`config.mk`:
```
export PLATFORM = sky130hd
export DESIGN_NAME = lfb_dual_alloc_ctrl
export DESIGN_NICKNAME = d
export VERILOG_FILES = /design/src/rtl/lfb_dual_alloc_ctrl.sv
export SDC_FILE = /design/constraint.sdc
export NUM_CORES = 1
export LEC_CHECK = 0
export BUFFER_PORTS_ARGS = -buffer_cell sky130_fd_sc_hd__buf_2
export CAP_MARGIN = 20
export CORE_MARGIN = 3
export CORE_UTILIZATION = 58
export DETAILED_ROUTE_END_ITERATION = 6
export PLACE_DENSITY_LB_ADDON = 0.1
export SLEW_MARGIN = 10
export SYNTH_ARGS = -nofsm -noshare
export SYNTH_HDL_FRONTEND = slang
export SYNTH_SLANG_ARGS = --single-unit
```
`constraint.sdc`:
```
create_clock -name clk -period 4.7 [get_ports clk]
set_clock_uncertainty 0.05 [all_clocks]
set_input_delay 0.235 -clock clk [delete_from_list [all_inputs] [get_ports clk]]
set_output_delay 0.235 -clock clk [all_outputs]
set_load 0.03 [all_outputs]
```
`src/rtl/lfb_dual_alloc_ctrl.sv`:
```
// Dual-port line-fill buffer entry allocator with single release port.
// Port0 takes the lowest FREE entry, port1 the highest distinct FREE entry.
//
// Ports:
//   clk, rst           clock, synchronous active-high reset
//   flush_i            free every entry (highest priority)
//   alloc_vld_i[1:0]   per-port allocation request
//   alloc_rdy_o[1:0]   per-port grant (combinational from registered state)
//   alloc_id0_o/1_o    granted entry ids
//   rel_vld_i/rel_id_i release request and target id
//   rel_err_o          registered pulse for an illegal release
//   free_cnt_o         registered free-entry count
//   full_o / empty_o   no entry free / all entries free
module lfb_dual_alloc_ctrl #(
    parameter int ENTRY_NUM = 8,
    parameter int ID_W      = $clog2(ENTRY_NUM)
) (
    input  logic            clk,
    input  logic            rst,
    input  logic            flush_i,
    input  logic [1:0]      alloc_vld_i,
    output logic [1:0]      alloc_rdy_o,
    output logic [ID_W-1:0] alloc_id0_o,
    output logic [ID_W-1:0] alloc_id1_o,
    input  logic            rel_vld_i,
    input  logic [ID_W-1:0] rel_id_i,
    output logic            rel_err_o,
    output logic [ID_W:0]   free_cnt_o,
    output logic            full_o,
    output logic            empty_o
);

    logic [ENTRY_NUM-1:0] r_free_q;
    logic [ID_W:0]        r_free_cnt;
    logic                 r_rel_err;

    logic [ENTRY_NUM-1:0] w_free_nxt;
    logic [ID_W:0]        w_cnt_nxt;
    logic [ID_W-1:0]      w_lo_id;
    logic [ID_W-1:0]      w_hi_id;
    logic                 w_any_free;
    logic                 w_xfer0;
    logic                 w_xfer1;
    logic                 w_rel_ok;
    logic                 w_rel_in_rng;
    logic                 w_gate;

    // Lowest and highest FREE index, from registered state only, so a
    // release never feeds back into the same-cycle grant.
    always_comb begin
        w_lo_id    = '0;
        w_hi_id    = '0;
        w_any_free = 1'b0;
        for (int i = ENTRY_NUM - 1; i >= 0; i--) begin
            if (r_free_q[i]) begin
                w_lo_id = ID_W'(i);
            end
        end
        for (int i = 0; i < ENTRY_NUM; i++) begin
            if (r_free_q[i]) begin
                w_hi_id    = ID_W'(i);
                w_any_free = 1'b1;
            end
        end
    end

    assign w_gate  = !rst && !flush_i;
    assign w_xfer0 = w_gate && alloc_vld_i[0] && w_any_free;
    // With two or more FREE entries lo != hi, so only the single-entry
    // case needs to yield to port0.
    assign w_xfer1 = w_gate && alloc_vld_i[1] && w_any_free &&
                     !(w_xfer0 && (w_lo_id == w_hi_id));

    assign w_rel_in_rng = int'(rel_id_i) < ENTRY_NUM;
    assign w_rel_ok     = rel_vld_i && w_rel_in_rng &&
                          !r_free_q[rel_id_i];

    always_comb begin
        w_free_nxt = r_free_q;
        if (w_xfer0) begin
            w_free_nxt[w_lo_id] = 1'b0;
        end
        if (w_xfer1) begin
            w_free_nxt[w_hi_id] = 1'b0;
        end
        // A legal release targets a BUSY entry, which can never be one
        // of the FREE entries granted this cycle.
        if (w_rel_ok) begin
            w_free_nxt[rel_id_i] = 1'b1;
        end
        w_cnt_nxt = r_free_cnt
                  + (ID_W+1)'(w_rel_ok)
                  - (ID_W+1)'(w_xfer0)
                  - (ID_W+1)'(w_xfer1);
    end

    always_ff @(posedge clk) begin
        if (rst || flush_i) begin
            r_free_q   <= '1;
            r_free_cnt <= (ID_W+1)'(ENTRY_NUM);
            r_rel_err  <= 1'b0;
        end else begin
            r_free_q   <= w_free_nxt;
            r_free_cnt <= w_cnt_nxt;
            r_rel_err  <= rel_vld_i && !w_rel_ok;
        end
    end

    assign alloc_rdy_o = {w_xfer1, w_xfer0};
    assign alloc_id0_o = w_lo_id;
    assign alloc_id1_o = w_hi_id;
    assign rel_err_o   = r_rel_err;
    assign free_cnt_o  = r_free_cnt;
    assign full_o      = (r_free_cnt == '0);
    assign empty_o     = (r_free_cnt == (ID_W+1)'(ENTRY_NUM));

endmodule

```
# Word level (Yosys, flattened, before mapping)
# Index checks and enable logic that the tools add are counted.
word_totals:
  wordCells: 72
  output_inout_bits: 15
  regBits: 13
  input_bits: 9
op_classes:
  mux: 34
  bitwise_logic: 5
  reduce_logical: 19
  addsub: 3
  n_lt_le_gt_ge: 6
  n_eq_ne: 2
op_table:
  columns: ["cell", "n"]
  rows:
  - ["3-bit 2-to-1 mux", 14]
  - ["8-bit 2-to-1 mux", 3]
  - ["8-bit AND", 2]
  - ["8-bit NOT", 2]
  - ["1-bit 2-to-1 mux", 13]
  - ["1-bit logical AND", 12]
  - ["3-bit by 4-bit < comparator with 1-bit output (second input constant)", 3]
  - ["1-bit demux with 3-bit select", 3]
  - ["3-bit by 1-bit >= comparator with 1-bit output (second input constant)", 3]
  - ["8-bit bitwise OR", 1]
  - ["4-bit by 1-bit subtractor with 4-bit output", 2]
  - ["1-bit zero test", 5]
  - ["4-bit by 1-bit adder with 4-bit output", 1]
  - ["4-bit equality test (second input constant)", 1]
  - ["4-bit zero test", 1]
  - ["1-bit binary-select mux with 3-bit select", 1]
  - ["3-bit equality test", 1]
  - ["1-bit logical OR", 1]

# Longest topological paths before layout
# Gate-level depths: netlist of the first run.
depth:
  depth_word: 19
  depth_mapped: 15
  depth_no_buf: 14

# Worst setup path after synthesis of the first run
# OpenSTA, ideal clock, no wires.
synth_path:
  path_type: "register to register"
  startpoint: "reg r_free_q[4]"
  endpoint: "reg r_free_cnt[3], in the netlist free_cnt_o[3]"
  arrival_ps: 2755
  synth_period_minus_slack_ps: 2933
  required_time_ps: 4522
  path_stages_with_launch: 16
  n_path_buf: 1
  setup_slack_ps: 1767
  path_cell_list: "dfxtp_1 > buf_6 > nor4_4 > inv_2 > o211a_1 > nor2_1 > a31oi_1 > ha_1 > nor2_1 > ha_1 > inv_1 > ha_1 > inv_1 > fa_1 > xnor2_1 > nand2_1"
synth_rtl:
  columns: ["item", "line", "text"]
  rows:
  - ["start: declaration", "33", "logic [ENTRY_NUM-1:0] r_free_q;"]
  - ["start signal: assignment", "103", "r_free_q <= w_free_nxt;"]
  - ["3-bit 2-to-1 mux (4 in series)", "60", "if (r_free_q[i]) begin"]
  - ["via alloc_id1_o[2]", "24", "output logic [ID_W-1:0] alloc_id1_o,"]
  - ["3-bit equality test", "72", "!(w_xfer0 && (w_lo_id == w_hi_id));"]
  - ["1-bit logical AND", "72", null]
  - ["1-bit zero test", "72", null]
  - ["1-bit logical AND", "71", "assign w_xfer1 = w_gate && alloc_vld_i[1] && w_any_free &&"]
  - ["4-bit by 1-bit subtractor with 4-bit output", "94", "- (ID_W+1)'(w_xfer1);"]
  - ["end signal: assignment", "100", "r_free_cnt <= (ID_W+1)'(ENTRY_NUM);"]
  - ["end signal: assignment", "104", "r_free_cnt <= w_cnt_nxt;"]
  - ["end: declaration", "34", "logic [ID_W:0] r_free_cnt;"]
# The timed path passes the listed nets, and every way through them passes these cells. The select of a mux whose other input is x is not followed.
# A chain may end at the register's enable or synchronous reset.

# Worst setup path in the final report of the first run
layout_path:
  startpoint: "reg r_free_q[4]"
  endpoint: "reg r_free_cnt[3], in the netlist free_cnt_o[3]"
layout_between:
  elab_chain_len: 10
layout_lines:
  columns: ["item", "line"]
  rows:
  - ["branches (longest 9 deep; another with 4-bit by 1-bit adder with 4-bit output)", null]
  - ["4-bit by 1-bit subtractor with 4-bit output *", "94"]
# Every way passes the cells marked *. The select of a mux whose other input is x is not followed.

==> flow_summary_export.csv, run 1 <==
group,metric,value,unit
outcome,status,"finished clean",
clocking,post_cts_buffers,0,
clocking,cts_tree,"done",
clocking,cts_root_buf,"clkbuf_4",
grt,grt_pass1_vias,1030,
clocking,cts-resized-gates,0,
cells_and_area,fin_util,69.4,%
sta,slew_violations,0,
cells_and_area,drive_gt1_share,25.7,%
pwr,p_int,0.000166,W
route,drt_iter0_markers,47,
cells_and_area,flow.area_growth_from_synthesis,9.51,%
grt,grt_usage,24.7,%
clocking,clk_pin_slew,90,ps
clocking,cts_buffers,3,
critical_path,crit_required,4840,ps
synth,syn_area,1120,µm²
critical_path,start_kind,"register",
sta,setup_violations,0,
synth,synth.net_count,147,
synth,synth_top_area_share,23.3,%
pwr,power_frac_comb,21.8,%
cells_and_area,nets,165,
grt,gr-total-overflow,0,
critical_path,r2r_cells,14,
clocking,ctsHoldBuffers,0,
critical_path,slowest_delay,490,ps
job,maxCapViolations,0,
sta,period_needed,3140,ps
cells_and_area,antenna_cells,0,
sta,post-route-worst-setup-slack,1560,ps
floorplanning,dieArea,2490,µm²
grt,grt_start_max_net_pins,14,
pwr,finalPower,0.000246,W
synth,postSynthAreaPerCell,8.54,µm²
clocking,clk_latency,290,ps
floorplanning,start_util,63.4,%
placed_design,placed_cell_area,1200,µm²
floorplanning,die_w,49.9,µm
pwr,ir_worst_vdd,0.000104,V
critical_path,rrSetupSlack,1560,ps
pwr,p_seq_share,47.7,%
synth,ys_seq_area_share,23.3,%
route,antenna_left,0,
synth,yosys.area.top_type,"dfxtp_1",
route,wire_per_inst,16.1,µm
cells_and_area,fin_area,1220,µm²
critical_path,r2r_start,"r_free_q[4]$_SDFF_PP1_",
synth,ys_warn_count,0,
floorplanning,io_pins,24,
route,via_count,1075,
floorplanning,rows,15,
pwr,switching_share,32.5,%
clocking,htree_levels,1,
cells_and_area,final_cell_mix,"buf_2 (23), nor2_1 (13), dfxtp_1 (13)",
critical_path,cp_max_fo,10,
synth,ys_seq_elements,13,
critical_path,crit_top_cell,"ha_1",
synth,synth_edf_count,0,
synth,syn_inst,131,
critical_path,r2r_end,"free_cnt_o[3]$_SDFF_PP1_",
critical_path,crit_chain,"nor4_4 > nand3b_1 > o211ai_4 > nand4_2 > a31oi_1 > ha_1 > nor2_1 > ha_1 > inv_1 > ha_1 > inv_1 > fa_1 > xnor2_1 > nand2_1",
sta,clock.fmax,0.318,GHz
sta,finalCritPeriodShare,66.9,%
sta,max-slew-margin-rel,60.5,%
critical_path,endpoint_kind,"register",
clocking,cts.sinks,13,
floorplanning,core-area,1760,µm²
hold_path,worstHoldPathType,"in2reg",
sta,finalHoldViolations,0,
synth,synth_ff_type,"dfxtp_1",
cells_and_area,layout_commonest_cell,"buf_2",
placed_design,place.gp.congestion,0.940,
grt,grt_pass1_wl,4.68,mm
placed_design,pre_cts_slack,1550,ps
sta,fin_setup_tns,0,ps
critical_path,critPathLaunch,"r_free_q[4]$_SDFF_PP1_",
sta,worst_slew_pin_slew,590,ps
floorplanning,die_h,49.9,µm
placed_design,io_buffers,23,
pwr,clkPwrFrac,30.4,%
pwr,switching_power,0.0000799,W
grt,antenna_found_initial,0,
critical_path,crit_path_end,"free_cnt_o[3]$_SDFF_PP1_",
pwr,power.leakage,0.518,nW
critical_path,crit_arrival,3280,ps
clocking,clk_path_buf_depth,2,
pwr,power_density,201,nW/µm²
critical_path,crit_type,"reg2reg",
synth,synthTopCellsByArea,"dfxtp_1 (23%), ha_1 (6.7%), nor2_1 (4.4%)",
placed_design,dp_hpwl,2.14,mm
route,drt-pass1-iter-count,4,
route,avgViaCountPerCell,6.21,
route,drc,0,
sta,rsz0062_at_grt,"false",
synth,async_flop_share,0,%
route,drt_wl_total,2.78,mm
synth,synth.distinct_cells,49,
hold_path,worstHoldStart,"rst",
critical_path,worst_path_max_delay_cell,"nor4_4",
[cells by family (layout without fill, tap and decap cells)]
kind of cell / after synthesis / count (layout) / share of synthesized area [%]
adders and majority gates: 7 / 7 / 8.50
xor gates and xnor gates: 2 / 2 / 1.57
muxes: 3 / 3 / 5.26
AOI/OAI and AO/OA: 37 / 37 / 27.2
buffers and inverters: 21 / 38 / 9.95
DFF: 13 / 13 / 23.3
and+or+nand+nor: 48 / 48 / 24.3
[metal layers]
metal	track usage [%]	vias up	share of wire [%]
li1	-	524	-
met5	0	-	0
met3	4.83	7	6.9
met1	30.6	492	41
met2	40.1	52	50
met4	12.9	0	2.2
[worst max-delay path: cells and delay by family, from the launching register on]
family | cells | cell delay [ps]
DFF | 1 | 430
AOI/OAI and AO/OA | 2 | 380
and+or+nand+nor | 5 | 990
xor gates and xnor gates | 1 | 160
buffers and inverters | 2 | 110
adders and majority gates | 4 | 920
[worst min-delay path by stage]
stage,end,slack (ps),cells past startpoint
after detailed placement,free_cnt_o[2]$_SDFF_PP0_,370,2
after global routing,free_cnt_o[2]$_SDFF_PP0_,60,2
after CTS,free_cnt_o[2]$_SDFF_PP0_,60,2
after floorplan,free_cnt_o[2]$_SDFF_PP0_,260,1
final,free_cnt_o[2]$_SDFF_PP0_,60,2
after global placement,free_cnt_o[2]$_SDFF_PP0_,360,2
[cell usage after synthesis (3+ instances only)]
cell	n
ha_1	6
nand2b_1	4
o21ai_0	4
dfxtp_1	13
o31a_1	3
buf_2	5
inv_1	8
nand2_1	9
a31oi_1	3
o31ai_1	3
nor2_1	13
o41ai_1	3
a21oi_1	3
nand3_1	3
and2_1	4
buf_4	3
[sequential cells by signal, indices dropped and copies added (netlist names)]
register,count
rel_err_o,1
free_cnt_o,4
r_free_q,8
[stage by stage]
| step | hold WS (ps) | cells |
|---|---|---|
| 2_1_floorplan | 262 | 131 |
| 3_3_place_gp | 362 | 169 |
| 3_5_place_dp | 367 | 169 |
| 4_1_cts | 58.1 | 173 |
| 5_1_grt | 62.4 | 173 |
| 6_report | 60.5 | 173 |
[layout make-up]
cell class	instances	area (µm²)
repair buffers	24	123
well taps	25	31.3
flip-flops and latches	13	260
multi-input cells	97	747
clock buffers	4	26.3
inverters	10	37.5
fillers	165	539
[power groups by stage]
| stage | Combinational, W | Clock, W | Sequential, W |
|---|---|---|---|
| 2_1_floorplan | 0.0000359 | 0 | 0.000122 |
| 3_3_place_gp | 0.0000529 | 0 | 0.000120 |
| 3_5_place_dp | 0.0000535 | 0 | 0.000120 |
| 4_1_cts | 0.0000539 | 0.0000752 | 0.000117 |
| 5_1_grt | 0.0000591 | 0.0000811 | 0.000118 |
| 6_report | 0.0000537 | 0.0000749 | 0.000117 |
Note: power is estimated with default switching activity, not from simulation.
==> run 2, diff against run 1 <==
Settings changed: CORE_UTILIZATION 58 to 53.
Clock period 4.7 ns to 3.05 ns, I/O delays scaled along.
==> run 2 against run 1 <==
Final area increased by 16%. Critical path depth is 2 lower. Combinational power rose by 82%. Via count up 9.2%. Sequential power grew 52%. Register-to-register slack worse by 1500 ps. Core utilization increased by 7.3 points.
==> flow_summary_export.csv, run 2 (same netlist as run 1, synthesis figures left out) <==
group,metric,value,unit
grt,gr-total-overflow,0,
pwr,p_int,0.000262,W
pwr,power.leakage,0.579,nW
critical_path,r2r_end,"free_cnt_o[2]$_SDFF_PP0_",
floorplanning,dieArea,2700,µm²
critical_path,critPathLaunch,"r_free_q[2]$_SDFF_PP1_",
critical_path,r2r_cells,12,
outcome,status,"finished clean",
floorplanning,core-area,1860,µm²
clocking,clk_path_buf_depth,2,
critical_path,cp_max_fo,6,
clocking,cts.sinks,13,
critical_path,crit_type,"reg2reg",
floorplanning,die_h,51.9,µm
pwr,clkPwrFrac,29.7,%
critical_path,r2r_start,"r_free_q[2]$_SDFF_PP1_",
placed_design,placed_cell_area,1260,µm²
critical_path,crit_arrival,3110,ps
critical_path,crit_required,3220,ps
critical_path,slowest_delay,540,ps
hold_path,holdPathEnd,"rel_err_o$_SDFF_PP0_",
sta,slew_violations,0,
cells_and_area,final_cell_mix,"buf_2 (23), buf_4 (14), nor2_1 (12)",
sta,period_needed,2950,ps
route,wire_per_inst,17.0,µm
sta,worst_slew_pin_slew,503,ps
grt,grt_pass1_wl,5.13,mm
placed_design,place.gp.congestion,0.935,
cells_and_area,antenna_cells,0,
placed_design,io_buffers,23,
route,drc,0,
sta,max-slew-margin-rel,66.0,%
route,antenna_left,0,
critical_path,worst_path_max_delay_cell,"or4_4",
sta,finalHoldViolations,0,
floorplanning,start_util,60.2,%
route,drt-pass1-iter-count,4,
critical_path,start_kind,"register",
floorplanning,die_w,51.9,µm
cells_and_area,nets,181,
route,drt_wl_total,3.21,mm
route,avgViaCountPerCell,6.21,
pwr,switching_share,33.3,%
cells_and_area,fin_area,1430,µm²
clocking,htree_levels,1,
pwr,switching_power,0.000130,W
sta,clock.fmax,0.339,GHz
placed_design,dp_hpwl,2.26,mm
cells_and_area,flow.area_growth_from_synthesis,27.4,%
grt,grt_start_max_net_pins,22,
cells_and_area,layout_commonest_cell,"buf_2",
cells_and_area,drive_gt1_share,38.4,%
cells_and_area,fin_util,76.7,%
route,via_count,1174,
sta,finalCritPeriodShare,96.6,%
placed_design,dp.cells,177,
route,drt_iter0_markers,55,
grt,antenna_found_initial,0,
clocking,clk_pin_slew,90,ps
floorplanning,io_pins,24,
job,maxCapViolations,0,
grt,grt_pass1_vias,1085,
critical_path,crit_chain,"or4_4 > o211ai_4 > nand4_4 > a31oi_4 > ha_2 > nor2_1 > ha_1 > inv_1 > ha_1 > inv_1 > fa_2 > nor3_2",
grt,grt_usage,25.7,%
critical_path,rrSetupSlack,100,ps
pwr,power_density,275,nW/µm²
floorplanning,rows,15,
clocking,cts_tree,"done",
pwr,ir_worst_vdd,0.000260,V
cells_and_area,largest_reg_flops,8,
hold_path,hold_path_depth,3,
clocking,cts_root_buf,"clkbuf_4",
clocking,cts_buffers,3,
hold_path,worstHoldStart,"rel_vld_i",
cells_and_area,largest_register,"r_free_q",
hold_path,worstHoldPathType,"in2reg",
critical_path,endpoint_kind,"register",
pwr,p_seq_share,45.4,%
clocking,clk_latency,280,ps
pwr,power_frac_comb,24.9,%
cells_and_area,fin_cells,189,
sta,rsz0062_at_grt,"true",
sta,setup_violations,0,
==> run 2: routing by layer <==
metal	vias to the layer above	wire [µm]	GRT usage [%]
li1	555	-	-
met4	0	66	9.61
met1	543	1370	34.7
met2	68	1490	39.1
met3	8	282	6.02
met5	-	0	0
==> run 2: critical path, delay by kind of cell, from the launching register on <==
family / cells / cell delay, ps
fa+ha+maj: 4 / 1080
simple gates: 4 / 850
compound gates: 2 / 390
flops: 1 / 380
buf+inv: 2 / 110
==> run 2: how the worst max path moves through the flow <==
stage / endpoint / slack, ps / depth (start not counted)
2_1_floorplan: free_cnt_o[3]$_SDFF_PP1_ / 120 / 15
3_3_place_gp: free_cnt_o[3]$_SDFF_PP1_ / 80 / 15
3_5_place_dp: free_cnt_o[3]$_SDFF_PP1_ / 2 / 15
4_1_cts: free_cnt_o[3]$_SDFF_PP1_ / 30 / 14
5_1_grt: free_cnt_o[2]$_SDFF_PP0_ / -100 / 14
6_report: free_cnt_o[2]$_SDFF_PP0_ / 100 / 12
==> run 2: final cells by class <==
type                    count  area [µm²]
clock buffers               4        26.3
repair buffers             40         251
inverters                  10        37.5
flip-flops and latches     13         268
multi-input cells          97         811
well taps                  25        31.3
fillers                   146         433
==> run 2: timing repair <==
item | in CTS | in global routing
hold buffers | 2 | 0
setup buffers | 1 | 5
setup endpoints to repair | 1 | 2
endpoints found under the hold margin | 1 | 0
pin swaps | 1 | 6
resized for setup | 1 | 16
==> run 2: stage by stage <==
stage          total power [W]  hold slack, ps  setup WS, ps  setup TNS, ps
2_1_floorplan         0.000243             179           117              0
4_1_cts               0.000386            50.8          31.6              0
3_3_place_gp          0.000267             282          76.3              0
5_1_grt               0.000412            76.8          -104           -167
3_5_place_dp          0.000270             285          1.57              0
6_report              0.000392            48.9           104              0
==> run 2: power groups by stage <==
stage / combinational, W / sequential (W) / clock (W)
after floorplan: 0.0000554 / 0.000188 / 0
after global placement: 0.0000841 / 0.000183 / 0
after detailed placement: 0.0000867 / 0.000183 / 0
after CTS: 0.0000896 / 0.000179 / 0.000118
after global routing: 0.000106 / 0.000179 / 0.000127
final: 0.0000978 / 0.000178 / 0.000116
